### config.mk
export PLATFORM = sky130hd
export DESIGN_NAME = adder_share_arbiter
export DESIGN_NICKNAME = d
export VERILOG_FILES = /design/src/rtl/adder_share_arbiter.sv
export SDC_FILE = /design/constraint.sdc
export NUM_CORES = 1
export LEC_CHECK = 0
export BUFFER_PORTS_ARGS = -buffer_cell sky130_fd_sc_hd__clkbuf_2
export CORE_AREA = 2 2 195 197
export DETAILED_ROUTE_END_ITERATION = 10
export DIE_AREA = 0 0 197 199
export PLACE_DENSITY = 0.43
export SLEW_MARGIN = 30
export SYNTH_ARGS = -nofsm -noshare
export SYNTH_HDL_FRONTEND = slang
export SYNTH_SLANG_ARGS = --single-unit
### constraint.sdc
create_clock -name clock -period 3.4 [get_ports clock]
set_input_delay 0.17 -clock clock [delete_from_list [all_inputs] [get_ports clock]]
set_output_delay 0.17 -clock clock [all_outputs]
set_load 0.01 [all_outputs]
### src/rtl/adder_share_arbiter.sv
// rtl/adder_share_arbiter.sv - round-robin sharing of one pipelined adder among NUM_REQ requesters
// Each requester has at most one op in flight; sums return to per-requester one-entry buffers.
module adder_share_arbiter #(
  parameter int WIDTH   = 32,
  parameter int NUM_REQ = 4,
  parameter int LATENCY = 2
) (
  input  logic                           clock,
  input  logic                           reset,
  input  logic [NUM_REQ-1:0]             req_valid,
  output logic [NUM_REQ-1:0]             req_ready,
  input  logic [NUM_REQ*WIDTH-1:0]       req_a,
  input  logic [NUM_REQ*WIDTH-1:0]       req_b,
  output logic [NUM_REQ-1:0]             resp_valid,
  input  logic [NUM_REQ-1:0]             resp_ready,
  output logic [NUM_REQ*(WIDTH+1)-1:0]   resp_sum,
  output logic [WIDTH-1:0]               adder_a,
  output logic [WIDTH-1:0]               adder_b,
  input  logic [WIDTH:0]                 adder_sum,
  output logic [NUM_REQ-1:0]             busy
);

  localparam int IDW = $clog2(NUM_REQ);

  logic [IDW-1:0]     last_grant_q, last_grant_d;
  logic [NUM_REQ-1:0] busy_q, busy_d;
  logic [NUM_REQ-1:0] resp_valid_q, resp_valid_d;
  logic [NUM_REQ-1:0] eligible, grant, resp_fire;
  logic               grant_vld;
  logic [IDW-1:0]     grant_idx;
  logic [LATENCY-1:0] tag_vld_q;
  logic [IDW-1:0]     tag_id_q [LATENCY];
  logic [WIDTH:0]     sum_q [NUM_REQ];
  logic               cap_vld;
  logic [IDW-1:0]     cap_id;

  assign eligible  = req_valid & ~busy_q;
  assign resp_fire = resp_valid_q & resp_ready;
  assign cap_vld   = tag_vld_q[LATENCY-1];
  assign cap_id    = tag_id_q[LATENCY-1];

  // Walk the circular order backwards so the closest eligible index after last_grant wins.
  always_comb begin
    grant_vld = 1'b0;
    grant_idx = '0;
    for (int k = NUM_REQ; k >= 1; k--) begin
      if (eligible[(int'(last_grant_q) + k) % NUM_REQ]) begin
        grant_vld = 1'b1;
        grant_idx = IDW'((int'(last_grant_q) + k) % NUM_REQ);
      end
    end
  end

  always_comb begin
    grant = '0;
    if (reset && grant_vld) grant[grant_idx] = 1'b1;
  end

  assign req_ready = grant;

  always_comb begin
    adder_a = '0;
    adder_b = '0;
    if (|grant) begin
      adder_a = req_a[grant_idx*WIDTH +: WIDTH];
      adder_b = req_b[grant_idx*WIDTH +: WIDTH];
    end
  end

  always_comb begin
    busy_d       = busy_q & ~resp_fire;
    resp_valid_d = resp_valid_q & ~resp_fire;
    last_grant_d = last_grant_q;
    if (grant_vld) begin
      busy_d[grant_idx] = 1'b1;
      last_grant_d      = grant_idx;
    end
    if (cap_vld) resp_valid_d[cap_id] = 1'b1;
  end

  always_ff @(posedge clock or negedge reset) begin
    if (!reset) begin
      last_grant_q <= IDW'(NUM_REQ - 1);
      busy_q       <= '0;
      resp_valid_q <= '0;
    end else begin
      last_grant_q <= last_grant_d;
      busy_q       <= busy_d;
      resp_valid_q <= resp_valid_d;
    end
  end

  // Tag pipe mirrors the adder latency; no stall, a bubble is just valid=0.
  always_ff @(posedge clock or negedge reset) begin
    if (!reset) begin
      tag_vld_q <= '0;
      for (int s = 0; s < LATENCY; s++) tag_id_q[s] <= '0;
    end else begin
      tag_vld_q[0] <= grant_vld;
      tag_id_q[0]  <= grant_idx;
      for (int s = 1; s < LATENCY; s++) begin
        tag_vld_q[s] <= tag_vld_q[s-1];
        tag_id_q[s]  <= tag_id_q[s-1];
      end
    end
  end

  always_ff @(posedge clock or negedge reset) begin
    if (!reset) begin
      for (int i = 0; i < NUM_REQ; i++) sum_q[i] <= '0;
    end else if (cap_vld) begin
      sum_q[cap_id] <= adder_sum;
    end
  end

  always_comb begin
    resp_sum = '0;
    for (int i = 0; i < NUM_REQ; i++) resp_sum[i*(WIDTH+1) +: WIDTH+1] = sum_q[i];
  end

  assign resp_valid = resp_valid_q;
  assign busy       = busy_q;

endmodule

Word level (Yosys, flattened, before mapping)
Index checks and enable logic that the tools add are counted.

cells by class
  bitwise logic cells = 13
  $lt $le $gt $ge = 10
  div/mod/pow operators = 0
  $add $sub $neg = 4
  mux-type cells = 32
  shift operators = 2
  multipliers = 0
  reductions and logical operators = 9
  equal/unequal tests = 0

operators by type and width
  kind                   number
  $shiftx A128 B8 Y32    2
  $bwmux W132            1
  $demux W33 S2          1
  $mux W32               2
  $mux W33               1
  $and A4 B4 Y4          4
  $lt A3 B4 Y1 const B   4
  $mux W1                14
  $mux W4                3
  $bmux W1 S2            4
  $mux W2                4
  $not A4 Y4             2
  $or A4 B4 Y4           2
  $reduce_or A2 Y1       4
  $lt A2 B3 Y1 const B   2
  $add A2 B1 Y2 const B  2
  $add A2 B2 Y2 const B  2
  $and A1 B1 Y1 const A  4
  $demux W1 S2           2
  $ge A2 B1 Y1 const B   2
  $logic_and A1 B1 Y1    4
  $reduce_or A4 Y1       1
  $ge A3 B3 Y1 const B   1
  $lt A3 B1 Y1 const B   1
  $not A2 Y3             1

word-level totals
  flip-flop bits (word level) = 148
  output and inout bits = 208
  input bits = 299
  logic and storage cells = 80
  latch bits = 0
  ROM bits = 0
  RAM bits = 0
  memories kept = 0

Longest topological paths before layout
  depth in word-level cells = 17
  mapped depth = 8
  depth with buffers taken out = 6

Worst setup path after synthesis
No wires, ideal clock.

  path kind = register to output
  start point = reg busy_q[1], in the netlist busy[1]
  end point = out adder_a[0]
  path buffers = 3
  data required time = 3.230 ns
  arrival time = 1.859 ns
  stages on the path, launching flop included = 9
  setup slack = 1.371 ns
  cells stage by stage = dfrtp_1 > or4b_1 > o31ai_1 > nor4_1 > buf_2 > nand2b_1 > buf_4 > buf_6 > o221ai_2

on the way
  cells in the longest elaborated chain, start to end = 16
  elaborated cells between the ends (all ways) = 32
  classes of those cells = order compare: 2; shift: 1; mux: 24; bitwise: 2; reduce/logical: 3

RTL lines
  element                                                                    line  source
  start, declared                                                            26    logic [NUM_REQ-1:0] busy_q, busy_d;
  start signal, assigned                                                     88    busy_q <= busy_d;
  $not A4 Y4 *                                                               37    assign eligible = req_valid & ~busy_q;
  $and A4 B4 Y4 *                                                            37
  $bmux W1 S2                                                                47    if (eligible[(int'(last_grant_q) + k) % NUM_REQ]) begin
  $mux W1 (not written as such) (2 in a row)                                 47
  $mux W2 (4 in a row)                                                       47
  $lt A2 B3 Y1 (not written as such) / $ge A2 B1 Y1 (equally long branches)  56    if (reset && grant_vld) grant[grant_idx] = 1'b1;
  $logic_and A1 B1 Y1 (not written as such)                                  56
  $mux W1 (not written as such)                                              56
  $demux W1 S2                                                               56
  $mux W4                                                                    56
  $reduce_or A4 Y1                                                           64    if (|grant) begin
  $mux W32 *                                                                 64
  end, declared                                                              17    output logic [WIDTH-1:0] adder_a,

Every way passes the cells marked *; elsewhere a longest branch is shown, timed or not. The select of a mux whose other input is x is not followed.

Final worst setup path
  start point = reg busy_q[2], in the netlist busy[2]
  end point = out adder_a[13]

Same word-level chain as after synthesis.

==> metrics.csv <==
metric,value,unit
ys_top_cells_by_area,"dfrtp_1 (46%), mux2_2 (19%), o221ai_2 (11%)",
syn_area,0.00796,mm²
grt_pass1_vias,7301,
wl_per_cell,19.3,µm
final_core_util,31.6,%
tritoncts,built,
cp.required,3230,ps
fp.coreArea,0.0371,mm²
tightest_slew,897,ps
drive_gt1_share,64.9,%
routed_wl,31500,µm
start_util,21.4,%
crit_path_end_kind,output pin,
multi_input_area,0.00377,mm²
rsz0062_at_grt,false,
r2r-end,resp_sum[40],
synth_fp_nets,948,
place_congestion,0.846,
port_buffers,506,
synthCells,649,
start_kind,flip-flop,
synth.distinct_cells,35,
fmax,0.315,GHz
dieArea,0.0392,mm²
clockBufferDepth,2,
ys_seq_elements,148,
grt_pass1_wl,45500,µm
min_period,3180,ps
postCtsSetupBuffers,0,
hpwl,24900,µm
cts_buffers,17,
regArea,0.00371,mm²
swShare,41.2,%
ir_drop,0.437,mV
outcome,finished clean,
die_w,197,µm
grt_start_max_net_pins,140,
synth_top_area_share,45.9,%
synthToLayoutAreaGrowth,47.3,%
cts_sinks,148,
seqPwrFrac,28.0,%
avgSynthCellArea,12.3,µm²
hp-class,primary input to flip-flop,
whs_endpoint,resp_sum[93],
yosys_warnings,0,
power_frac_comb,54.5,%
reg2regPathDepth,3,
fillCellCount,3907,
yosysMostFrequentCell,dfrtp_1,
via_count,7188,
power_density,965,mW/mm²
post-route-period-util,93.4,%
synth_ff_type,dfrtp_1,
crit_fanout,71,
path_clk_slew,70,ps
drt_iter0_drc,273,
ys_seq_area_share,46.6,%
r2r_setup_slack,1340,ps
drtAntennaViolNets,0,
drv_cap,0,
internal-power,6.64,mW
critPathArrivalTime,3010,ps
synth_edf_count,0,
synthTopCellsByCount,"dfrtp_1 (146), mux2_2 (132), inv_1 (69)",
clk_latency,420,ps
totalNegativeSetupSlack,0,ps
drt-pass1-iter-count,4,
finalHoldViolCount,0,
p_sw,4.66,mW
rows,71,
antenna_found_initial,2,
power.leakage,5.98,nW
drv_slew,0,
clock_skew,13.9,ps
r2r-start,cap_id[1],
slew_headroom,40.0,%
drc_errors,0,
grt-ovfl-total,0,
via_per_inst,4.40,
async_reset_ff_share,100,%
fin_nets,1444,
grt_usage,15.4,%
hold_start,adder_sum[27],
hold_depth,2,
clkPwrFrac,17.5,%
htree_num_levels,4,
ioPinCount,507,
die_h,199,µm
cts_root_buf,clkbuf_16,
setup_viol,0,
yosys.area.top_type,dfrtp_1,
path_class,flip-flop to output pin,
-- per-stage QoR --
step	setup WS, ps	hold slack [ps]	instances	area, µm²	power [mW]
after floorplan	1370	-126	649	7960	7.00
after global placement	661	17.5	1595	11000	9.38
after detailed placement	673	16.1	1595	11000	9.43
after CTS	193	1.40	1632	11700	11.4
after global routing	52.2	11.8	1633	11700	12.0
final	223	21.0	1633	11700	11.3
-- cells by family after synthesis --
family | count (synthesis) | synth area share [%]
AO/OA/AOI/OAI | 82 | 13.0
AND/OR/NAND/NOR | 103 | 6.71
buffers and inverters | 116 | 6.46
flip-flops | 148 | 46.6
multiplexers | 200 | 27.2
-- how the worst max path moves through the flow --
stage,slack [ps],startpoint,endpoint
4_1_cts,190,busy[2],adder_a[13]
6_report,220,busy[2],adder_a[13]
3_5_place_dp,670,busy[2],adder_a[13]
5_1_grt,50,busy[2],adder_b[17]
2_1_floorplan,1370,busy[1],adder_a[0]
3_3_place_gp,660,busy[2],adder_a[13]
-- power groups by stage --
stage / logic, mW / registers, mW / clock network [mW]
6_report: 6.16 / 3.16 / 1.98
3_3_place_gp: 6.22 / 3.16 / 0
2_1_floorplan: 3.43 / 3.57 / 0
4_1_cts: 6.24 / 3.18 / 2.03
3_5_place_dp: 6.22 / 3.21 / 0
5_1_grt: 6.63 / 3.29 / 2.11
-- cells in the final DEF (no fill, tap or decap), types with 4 or more instances in the layout --
cell type      instances
buf_12                 5
mux2_2               132
o21ai_0                7
inv_8                  6
nor2_1                 8
mux2i_1               67
buf_4                  7
and2_1                 4
o221ai_2              59
clkbuf_16             17
clkbuf_2             505
dlygate4sd3_1          5
nand3_1               60
inv_1                 69
nand2_1               10
dfrtp_1              146
o22ai_1                4
-- flip-flops by register name (all words and copies together), names as in the netlist --
register	count
cap_id	2
resp_sum	132
busy	4
last_grant_q	2
tag_vld_q	2
resp_valid	4
tag_id_q	2
-- worst max-delay path: stages (launching register included) --
cell	delay, ps
dfrtp_1	410
nor2b_1	320
nor3_1	110
nor4_2	320
buf_12	290
buf_16	330
mux2i_2	380
o221ai_2	140
clkbuf_2	140
-- per-layer routing --
metal  global-route usage [%]  share of wire (%)
met5                        0              0.029
met4                     4.96                2.4
met3                     3.56                6.4
met2                     25.8                 49
met1                     19.6                 42
-- what timing repair did --
item / 4_1_cts / 5_1_grt
hold endpoints to repair: 13 / 0
gates resized for setup: 0 / 2
endpoints found under the setup margin: 0 / 1
hold buffers: 5 / 0
-- cell type report --
class	instances	area share, %
diodes	1	0.0214
clock buffers	18	3.66
clock inverters	14	1.59
inverters	69	2.21
multi-input cells	385	32.2
flip-flops and latches	148	31.6
well taps	474	5.06
repair buffers	524	23.6
(Power assumes the default switching activity.)
